**config.mk**
```make
export PLATFORM = sky130hd
export DESIGN_NAME = approx_mac_8x8
export DESIGN_NICKNAME = d
export VERILOG_FILES = /design/src/rtl/approx_mult_pkg.sv /design/src/rtl/mult_8x8_2444.sv /design/src/rtl/approx_mac_8x8.sv
export SDC_FILE = /design/constraint.sdc
export NUM_CORES = 1
export LEC_CHECK = 0
export ABC_AREA = 1
export ABC_CLOCK_PERIOD_IN_PS = 5850
export CORE_MARGIN = 4
export CORE_UTILIZATION = 55
export DETAILED_ROUTE_END_ITERATION = 6
export PLACE_DENSITY = 0.75
export SLEW_MARGIN = 0
export SYNTH_ARGS = -nofsm -noshare
export SYNTH_HDL_FRONTEND = slang
export SYNTH_HIERARCHICAL = 1
export SYNTH_SLANG_ARGS = --single-unit
```
**constraint.sdc**
```tcl
create_clock -name clk -period 5.85 [get_ports clk]
set_input_delay 0.8775 -clock clk [delete_from_list [all_inputs] [get_ports clk]]
set_output_delay 0.8775 -clock clk [all_outputs]
set_load 0.02 [all_outputs]
```
**src/rtl/approx_mult_pkg.sv**
```systemverilog
// Shared definitions for the approximate multiply-accumulate block:
// default widths and the result-FSM state encoding.
package approx_mult_pkg;

  localparam int ACC_W_DEF = 24;
  localparam int CNT_W_DEF = 8;

  localparam logic [1:0] ST_ACC   = 2'd0;
  localparam logic [1:0] ST_DRAIN = 2'd1;
  localparam logic [1:0] ST_HOLD  = 2'd2;

endpackage

```
**src/rtl/mult_8x8_2444.sv**
```systemverilog
// Combinational 8x8 unsigned approximate multiplier.
// The product is built recursively: 8x8 from four 4x4 partial products,
// each 4x4 from four 2x2 partial products. The only inexact cell is the
// 2x2 block, which returns 7 instead of 9 for 3x3 (3-bit output), so every
// 2-bit digit pair (3,3) at weight 4^(i+j) costs 2*4^(i+j) of error.
module mult_8x8_2444 (
  input  logic [7:0]  a,
  input  logic [7:0]  b,
  output logic [15:0] r
);

  function automatic logic [3:0] m2(input logic [1:0] x, input logic [1:0] y);
    if (x == 2'd3 && y == 2'd3) return 4'd7;
    return {2'b00, x} * {2'b00, y};
  endfunction

  function automatic logic [7:0] m4(input logic [3:0] x, input logic [3:0] y);
    logic [7:0] ll, lh, hl, hh;
    ll = {4'b0, m2(x[1:0], y[1:0])};
    hl = {4'b0, m2(x[3:2], y[1:0])};
    lh = {4'b0, m2(x[1:0], y[3:2])};
    hh = {4'b0, m2(x[3:2], y[3:2])};
    return ll + ((hl + lh) << 2) + (hh << 4);
  endfunction

  function automatic logic [15:0] m8(input logic [7:0] x, input logic [7:0] y);
    logic [15:0] ll, lh, hl, hh;
    ll = {8'b0, m4(x[3:0], y[3:0])};
    hl = {8'b0, m4(x[7:4], y[3:0])};
    lh = {8'b0, m4(x[3:0], y[7:4])};
    hh = {8'b0, m4(x[7:4], y[7:4])};
    return ll + ((hl + lh) << 4) + (hh << 8);
  endfunction

  // Pure combinational product
  always_comb r = m8(a, b);

endmodule

```
**src/rtl/approx_mac_8x8.sv**
```systemverilog
// Approximate multiply-accumulate: accepts a stream of 8x8 operand pairs,
// accumulates their approximate products (saturating), and presents the
// dot-product result with a valid/ready handshake after the last beat.
module approx_mac_8x8
  import approx_mult_pkg::*;
#(
  parameter int ACC_W = ACC_W_DEF,
  parameter int CNT_W = CNT_W_DEF
) (
  input  logic             clk,
  input  logic             rst_n,
  input  logic             in_valid,
  output logic             in_ready,
  input  logic [7:0]       A,
  input  logic [7:0]       B,
  input  logic             in_last,
  output logic             out_valid,
  input  logic             out_ready,
  output logic [ACC_W-1:0] out_data,
  output logic [CNT_W-1:0] out_count,
  output logic             out_ovf
);

  logic [1:0]       state;
  logic             ready_en;
  logic [7:0]       a_p0, b_p0;
  logic             last_p0, vld_p0;
  logic [15:0]      prod;
  logic [15:0]      prod_p1;
  logic             last_p1, vld_p1;
  logic [ACC_W-1:0] acc_p2;
  logic [CNT_W-1:0] cnt_p2;
  logic             ovf_p2;
  logic             accept, hs;
  logic [ACC_W:0]   acc_next;

  // MSB of the result flags saturation; low ACC_W bits are the clamped sum.
  function automatic logic [ACC_W:0] add_sat(input logic [ACC_W-1:0] acc,
                                             input logic [15:0] p);
    logic [ACC_W:0] s;
    s = {1'b0, acc} + {{(ACC_W + 1 - 16){1'b0}}, p};
    if (s[ACC_W]) return {1'b1, {ACC_W{1'b1}}};
    return s;
  endfunction

  function automatic logic [CNT_W-1:0] inc_sat(input logic [CNT_W-1:0] c);
    if (&c) return c;
    return c + 1'b1;
  endfunction

  assign in_ready  = ready_en && (state == ST_ACC);
  assign out_valid = (state == ST_HOLD);
  assign accept    = in_valid && in_ready;
  assign hs        = out_valid && out_ready;
  assign out_data  = acc_p2;
  assign out_count = cnt_p2;
  assign out_ovf   = ovf_p2;
  assign acc_next  = add_sat(acc_p2, prod_p1);

  // Holds in_ready low until the first clock edge after reset release
  always_ff @(posedge clk or negedge rst_n) begin
    if (!rst_n) ready_en <= 1'b0;
    else        ready_en <= 1'b1;
  end

  // Stage 1: capture accepted operands
  always_ff @(posedge clk or negedge rst_n) begin
    if (!rst_n) begin
      a_p0    <= '0;
      b_p0    <= '0;
      last_p0 <= 1'b0;
      vld_p0  <= 1'b0;
    end else begin
      vld_p0 <= accept;
      if (accept) begin
        a_p0    <= A;
        b_p0    <= B;
        last_p0 <= in_last;
      end
    end
  end

  mult_8x8_2444 u_mult (
    .a (a_p0),
    .b (b_p0),
    .r (prod)
  );

  // Stage 2: register the approximate product
  always_ff @(posedge clk or negedge rst_n) begin
    if (!rst_n) begin
      prod_p1 <= '0;
      last_p1 <= 1'b0;
      vld_p1  <= 1'b0;
    end else begin
      prod_p1 <= prod;
      last_p1 <= last_p0 && vld_p0;
      vld_p1  <= vld_p0;
    end
  end

  // Stage 3: saturating accumulate, cleared by the output handshake
  always_ff @(posedge clk or negedge rst_n) begin
    if (!rst_n) begin
      acc_p2 <= '0;
      cnt_p2 <= '0;
      ovf_p2 <= 1'b0;
    end else if (hs) begin
      acc_p2 <= '0;
      cnt_p2 <= '0;
      ovf_p2 <= 1'b0;
    end else if (vld_p1) begin
      acc_p2 <= acc_next[ACC_W-1:0];
      cnt_p2 <= inc_sat(cnt_p2);
      ovf_p2 <= ovf_p2 | acc_next[ACC_W];
    end
  end

  // Result FSM: accept beats, wait for the last product, hold the result
  always_ff @(posedge clk or negedge rst_n) begin
    if (!rst_n) begin
      state <= ST_ACC;
    end else begin
      case (state)
        ST_ACC:   if (accept && in_last)  state <= ST_DRAIN;
        ST_DRAIN: if (vld_p1 && last_p1)  state <= ST_HOLD;
        ST_HOLD:  if (out_ready)          state <= ST_ACC;
        default:                          state <= ST_ACC;
      endcase
    end
  end

endmodule
```
=== Word level (Yosys, flattened, before mapping) ===
Cells that the tools add are included.

* Bits in registers: 72
* Bits of input ports: 21
* Output and inout bits: 35

* $add $sub $neg: 17
* Multipliers: 16
* Equality and inequality tests: 14
* Muxes and demuxes: 65
* Bitwise gates (word level): 1
* Reduce and logical (&&, ||, !) cells: 27

{| class="wikitable"
|+ Operator list
! cell !! count
|-
| two-way mux 4 bit || 32
|-
| multiplier 2 x 2 -> 4 bit || 16
|-
| two-way mux 25 bit || 2
|-
| two-way mux 24 bit || 2
|-
| adder 4 x 8 -> 8 bit || 4
|-
| adder 8 bit || 4
|-
| adder 24 x 16 -> 25 bit || 1
|-
| two-way mux 8 bit || 3
|-
| logical AND 1 bit || 22
|-
| two-way mux 1 bit || 22
|-
| adder 4 x 4 -> 5 bit || 4
|-
| equality test 2 bit, second input constant || 9
|-
| adder 16 bit || 1
|-
| adder 8 x 16 -> 16 bit || 1
|-
| adder 8 x 8 -> 9 bit || 1
|-
| adder 8 x 1 -> 8 bit, second input constant || 1
|-
| AND reduction 8 bit || 1
|-
| two-way mux 2 bit || 3
|-
| one-hot mux 2 bit (3 select lines) || 1
|-
| inequality test 2 x 1 -> 1 bit, second input constant || 2
|-
| inequality test 3 bit, second input constant || 1
|-
| AND reduction 3 bit || 1
|-
| equality test 2 x 1 -> 1 bit, second input constant || 1
|-
| zero test 2 bit || 1
|-
| other kinds (4) || 4
|}

=== Depth between registers and ports, before layout ===
Gate-level depths: netlist of the first run.

* Depth after elaboration: 10
* Gate-level depth with buffers: 28
* Gate-level depth less buffers: 27

=== Modules after synthesis ===
Netlist of the first run, hierarchy kept.

{| class="wikitable"
|+ By module, submodules not included
! module !! times used !! cells each !! area each (um^2)
|-
| approx_mac_8x8 || 1 || 550 || 4,244.1
|-
| mult_8x8_2444 || 1 || 564 || 3,505.9
|}

=== Worst setup path before layout of the first run ===
No wires, ideal clock.

* Path type: register to register
* Start: register a_p0[6]
* End: register prod_p1[15]
* Arrival: 4.310 ns
* Required time: 5.733 ns
* Slack: 1.423 ns
* Cell stages (with the launch flop): 29
* Path buffers: 1
* Period minus slack after synthesis: 4.427 ns
* Path through: dfrtp_1 > buf_4 > nand2_1 > inv_1 > ha_1 > ha_1 > or2_2 > ha_1 > a21oi_1 > nand2_1 > xor2_1 > ha_1 > a21oi_1 > o21ai_0 > xor2_1 > ha_1 > a21o_1 > inv_1 > nand3_1 > nand2_1 > nand2_1 > ha_1 > nand2_1 > nor2_1 > nand3_1 > nand3_2 > nand2_1 > nand2_1 > nand2_1

* Longest elaborated chain between the ends: 10
* Elaborated cells between the ends (all ways): 26
* Those cells by class: add/sub (9); mul (4); eq/ne (1); mux (8); reduce/logical (4)

{| class="wikitable"
|+ RTL lines
! item !! RTL line !! text
|-
| start, declared || approx_mac_8x8.sv:26 || <nowiki>logic [7:0] a_p0, b_p0;</nowiki>
|-
| start signal, assigned || approx_mac_8x8.sv:69 || <nowiki>a_p0 <= '0;</nowiki>
|-
| start signal, assigned || approx_mac_8x8.sv:76 || <nowiki>a_p0 <= A;</nowiki>
|-
| branches (longest 9 deep; another with adder 8 x 16 -> 16 bit) || -- ||
|-
| adder 16 bit * || mult_8x8_2444.sv:32 || <nowiki>return ll + ((hl + lh) << 4) + (hh << 8);</nowiki>
|-
| net prod[15] || approx_mac_8x8.sv:28 || <nowiki>logic [15:0] prod;</nowiki>
|-
| end signal, assigned || approx_mac_8x8.sv:96 || <nowiki>prod_p1 <= prod;</nowiki>
|-
| end, declared || approx_mac_8x8.sv:29 || <nowiki>logic [15:0] prod_p1;</nowiki>
|}

Mark *: on every way through the listed nets, which the timed path passes.
A chain may end at the register's enable or synchronous reset.

=== Worst setup path after layout of the first run ===
Ends and elaborated chain as after synthesis.

==> flow_summary.ini, run 1 <==
[outcome]
outcome = finished clean

[min_path]
hp-class = register to register
hold_path_depth = 0
min_from = vld_p0
holdPathEnd = vld_p1

[yosys]
syn_area_per_cell_sq_um = 6.96
synth.distinct_cells = 45
syn-num-nets = 1248
yosysTopAreaCell = dfrtp_1
netlist_area_sq_um = 7750
yosys_warnings = 6
ys_seq_area_share_pct = 23.2
synth_top_area_share_pct = 23.2
synth-seq-cells = 72
async_reset_ff_share_pct = 100
synth_area_leaders = dfrtp_1 (23%), nand2_1 (17%), ha_1 (16%), inv_1 (9.1%), nand3_1 (3.7%)
synth_cells = 1114
synth_edf_count = 0
synthFlopType = dfrtp_1

[place]
routabilityCongestion = 0.928
dp_hpwl_mm = 14.0
port_buffers = 55

[sta]
setup_viol = 0
period_needed_ns = 4.80
rsz0062_at_grt = false
maxSlewViolCount = 0
relSlewSlack_pct = 40.3
worst_slew_pin_slew_ns = 0.895
finalSetupTns_ns = 0
fin_worst_skew_ns = 0.0123
finalHoldViolations = 0
period_share_pct = 82.1
fmax_mhz = 208

[critical_path]
end_kind = register
reg2reg_depth = 27
worstReg2RegStart = a_p0[6]
cp.required_ns = 6.08
r2r-end = prod_p1[15]
cp_max_fo = 10
slowest_stage = dfrtp_1
start_kind = register
rrSetupSlack_ns = 1.05
crit_path_max_incr_delay_ns = 0.51
cp_common_cell = nand2_1
crit_arrival_ns = 5.03
worstSetupPathType = register to register

[global_route]
grt_usage_pct = 22.6
grt_pass1_wl_mm = 30.0
globalRouteOverflowTotal = 0
antenna_found_initial = 0
grt_max_degree = 73
grt_pass1_vias = 6706

[cts]
cts.sinks = 72
cts_tree = done
ctsHoldBuffers = 0
cts.clk_slew.worst_paths_ns = 0.06
h-tree-depth = 3
cts_buffers = 9
cts-resized-gates = 0
cts_setup_buffers = 0
clock_path_buffers = 2
clock_latency_ns = 0.35
root_buffer = clkbuf_16

[floorplan]
die_w_microns = 127
core_sq_um = 13800
num_rows = 43
ios = 56
start_util_pct = 56.0
die-area_sq_um = 16100
fp.dieH_microns = 127

[route]
ant_nets = 0
viasPerCell = 5.10
first_pass_iters = 4
wl_per_cell_microns = 12.9
finalWirelength_mm = 17.3
via_count = 6836
drtIter0Drc = 358
post-route-drc-count = 0

[cells_and_area]
fin_nets = 1289
layout-drive-gt1-share_pct = 9.57
mostFrequentLayoutCells = nand2_1 (351), inv_1 (188), ha_1 (102), dfrtp_1 (72), nor2_1 (61)
area_growth_pct = 12.0
antenna_cells = 0
layout_commonest_cell = nand2_1

[flow_run]
drv_cap = 0
[final cells by class]
cell class / instances / area (sq um)
Timing Repair Buffer: 55 / 548
Clock inverter: 6 / 92.6
Tap cell: 180 / 225
Multi-Input combinational cell: 822 / 5050
Inverter: 195 / 733
Sequential cell: 72 / 1800
Clock buffer: 10 / 229
Fill cell: 1246 / 5150
[how the worst max path moves through the flow]
stage	cells after the start	startpoint	slack (ns)	end
after floorplan	28	a_p0[6]	1.42	prod_p1[15]
after global placement	26	a_p0[6]	1.22	prod_p1[15]
after detailed placement	27	b_p0[7]	1.11	prod_p1[15]
after CTS	27	a_p0[1]	1.08	prod_p1[15]
after global routing	27	a_p0[6]	0.62	prod_p1[15]
final	27	a_p0[6]	1.05	prod_p1[15]
[metal layers]
metal | wire [microns] | part of all wire [%] | vias to the layer above | GRT usage [%]
li1 | - | - | 3564 | -
met1 | 7730 | 45 | 3100 | 27.3
met2 | 8350 | 48 | 129 | 39.9
met3 | 574 | 3.3 | 43 | 3.62
met4 | 648 | 3.7 | 0 | 9.65
met5 | 0 | 0 | - | 0
[flip-flops by register name (all words and copies together) (netlist names)]
| name | cells |
|---|---|
| b_p0 | 8 |
| state | 2 |
| vld_p1 | 1 |
| out_data | 24 |
| vld_p0 | 1 |
| last_p0 | 1 |
| last_p1 | 1 |
| out_ovf | 1 |
| ready_en | 1 |
| out_count | 8 |
| a_p0 | 8 |
| prod_p1 | 16 |
[kinds of logic (layout without fill, tap and decap cells)]
logic type                 after synthesis  in the layout  synth area share, %
and+or+nand+nor                        579            579                 33.8
other                                    1              1               0.0484
DFF                                     72             72                 23.2
AOI/OAI and AO/OA                       87             87                 7.23
adders and majority gates              113            113                 19.3
buffers and inverters                  220            266                 11.6
xor gates and xnor gates                42             42                 4.75
[cell usage after synthesis, types with 4 or more instances]
| cell | instances |
|---|---|
| nand2_1 | 351 |
| inv_1 | 188 |
| ha_1 | 102 |
| dfrtp_1 | 72 |
| nor2_1 | 61 |
| nand3_1 | 58 |
| a21oi_1 | 42 |
| or2_2 | 34 |
| xor2_1 | 28 |
| nand2_2 | 17 |
| buf_2 | 16 |
| xnor2_1 | 14 |
| nand4_1 | 13 |
| nand3_2 | 12 |
| o21ai_0 | 12 |
| fa_1 | 11 |
| a22oi_2 | 8 |
| nand3b_1 | 7 |
| buf_6 | 6 |
| inv_2 | 6 |
| nand2_4 | 6 |
| o211ai_1 | 5 |
| o21bai_1 | 5 |
| o31ai_1 | 5 |
| nor2_2 | 4 |
| nor3_1 | 4 |
[critical path, delay by kind of cell (launching register included)]
kind	cells	cell delay (ns)
xor+xnor	2	0.30
fa+ha+maj	6	1.88
simple gates	13	1.39
flops	1	0.51
compound gates	3	0.45
buf+inv	3	0.16
[per-stage QoR]
step | area [sq um] | std cells | util [%] | hold slack (ns) | setup WS (ns)
2_1_floorplan | 7750 | 1114 | - | 0.354 | 1.42
3_3_place_gp | 8360 | 1324 | 60.4 | 0.360 | 1.22
3_5_place_dp | 8360 | 1324 | 60.4 | 0.366 | 1.11
4_1_cts | 8680 | 1340 | 62.8 | 0.380 | 1.08
5_1_grt | 8680 | 1340 | 62.8 | 0.384 | 0.618
6_report | 8680 | 1340 | 62.8 | 0.377 | 1.05
Power of run 1 is left out: the tool's default activity adds up to more than one toggle a clock period on the data nets, which glitch-free logic cannot reach.
==> run 2, diff against run 1 <==
- ABC_CLOCK_PERIOD_IN_PS: 5850 -> 4100
- PLACE_DENSITY: 0.75 -> 0.78
- clock period: 5.85 -> 4.1 ns (I/O delays scaled with it)
==> run 2 against run 1 <==
  * The flow now finishes with violations (negative setup slack)
  * Critical path depth unchanged
  * Worst setup slack lost 1.3 ns
  * Final area up 7.7%
==> flow_summary.ini, run 2 (synthesis gave the netlist of run 1 again) <==
[critical_path]
rrSetupSlack_ns = -0.22
worstReg2RegStart = b_p0[1]
start_kind = register
crit_family = adder cells
cp.required_ns = 4.34
reg2reg_depth = 27
slowest_stage = dfrtp_1
end_kind = register
r2r-end = prod_p1[15]
cp_common_cell = nand2_1
crit_buf_inv = 3
crit_path_max_incr_delay_ns = 0.39
cp_max_fo = 7
crit_arrival_ns = 4.56
worstSetupPathType = register to register

[cts]
clock_latency_ns = 0.35
clock_path_buffers = 2
h-tree-depth = 3
cts.sinks = 72
ctsHoldBuffers = 0
cts_tree = done
cts_buffers = 9
root_buffer = clkbuf_16
cts.clk_slew.worst_paths_ns = 0.06

[place]
port_buffers = 55
dpl_worst_slack_ns = -0.130
routabilityCongestion = 0.926
dp_hpwl_mm = 14.6
dpl_cell_area_sq_um = 8770

[floorplan]
fp.dieH_microns = 127
start_util_pct = 56.0
core_sq_um = 13800
num_rows = 43
ios = 56
die-area_sq_um = 16100
die_w_microns = 127

[cells_and_area]
antenna_cells = 0
fin_nets = 1334
layout-drive-gt1-share_pct = 16.8
register_area_sq_um = 1800
multi_input_area_sq_um = 5340
mostFrequentLayoutCells = nand2_1 (344), inv_1 (183), ha_1 (87), dfrtp_1 (72), nor2_1 (59)
layout_commonest_cell = nand2_1
finalInstanceArea_sq_um = 9350
fillCellCount = 1144
area_growth_pct = 20.6
largest_reg_flops = 24

[route]
finalWirelength_mm = 19.2
first_pass_iters = 5
drtIter0Drc = 400
wl_per_cell_microns = 13.9
post-route-drc-count = 0
viasPerCell = 5.17
ant_nets = 0
via_count = 7166

[min_path]
holdPathEnd = vld_p1
min_from = vld_p0
hp-class = register to register
hold_path_depth = 0

[sta]
maxSlewViolCount = 0
fin_ws_ns = -0.222
period_needed_ns = 4.32
fmax_mhz = 231
fin_worst_skew_ns = 0.00753
relSlewSlack_pct = 39.9
period_share_pct = 105
finalSetupTns_ns = -0.842
rsz0062_at_grt = true
finalHoldViolations = 0
worst_slew_pin_slew_ns = 0.901
setup_viol = 5

[outcome]
outcome = finished with violations
violations = negative setup slack

[global_route]
grt_usage_pct = 24.2
antenna_found_initial = 0
grt_pass1_wl_mm = 32.1
grt_pass1_vias = 7169
globalRouteOverflowTotal = 0
grt_max_degree = 73

[flow_run]
drv_cap = 0
[run 2: worst max path at each step]
stage / from / to / slack [ns] / cells after the start
final: b_p0[1] / prod_p1[15] / -0.22 / 27
after detailed placement: b_p0[3] / prod_p1[14] / -0.13 / 26
after global routing: a_p0[7] / prod_p1[15] / -0.45 / 27
after CTS: a_p0[3] / prod_p1[13] / -0.12 / 25
after floorplan: b_p0[7] / prod_p1[15] / -0.005 / 28
after global placement: a_p0[4] / prod_p1[14] / -0.002 / 26
[run 2: repair_timing]
item / in CTS / in global routing
endpoints found under the setup margin: 4 / 7
gates resized for setup: 16 / 28
buffers inserted: 3 / 4
pin swaps: 14 / 34
[run 2: per-layer routing]
layer,GRT usage (%),up-vias,wire length [microns]
met5,0,-,0
met1,26.8,3277,7800
met2,45.2,175,10000
li1,-,3659,-
met4,10.2,0,716
met3,4.46,55,703
[run 2: cell type report]
class | count | area share [%]
inverter | 195 | 7.85
timing repair buffer | 100 | 9.89
multi-input combinational | 822 | 57.1
tap | 180 | 2.41
clock inverter | 6 | 0.991
sequential | 72 | 19.3
clock buffer | 10 | 2.45
[run 2: metrics by stage]
step	hold slack (ns)	instances	utilization [%]
4_1_cts	0.373	1381	66.5
3_3_place_gp	0.361	1362	63.4
3_5_place_dp	0.360	1362	63.4
6_report	0.372	1385	67.6
5_1_grt	0.376	1385	67.6
2_1_floorplan	0.319	1114	-
Power of run 2 is left out for the same reason.
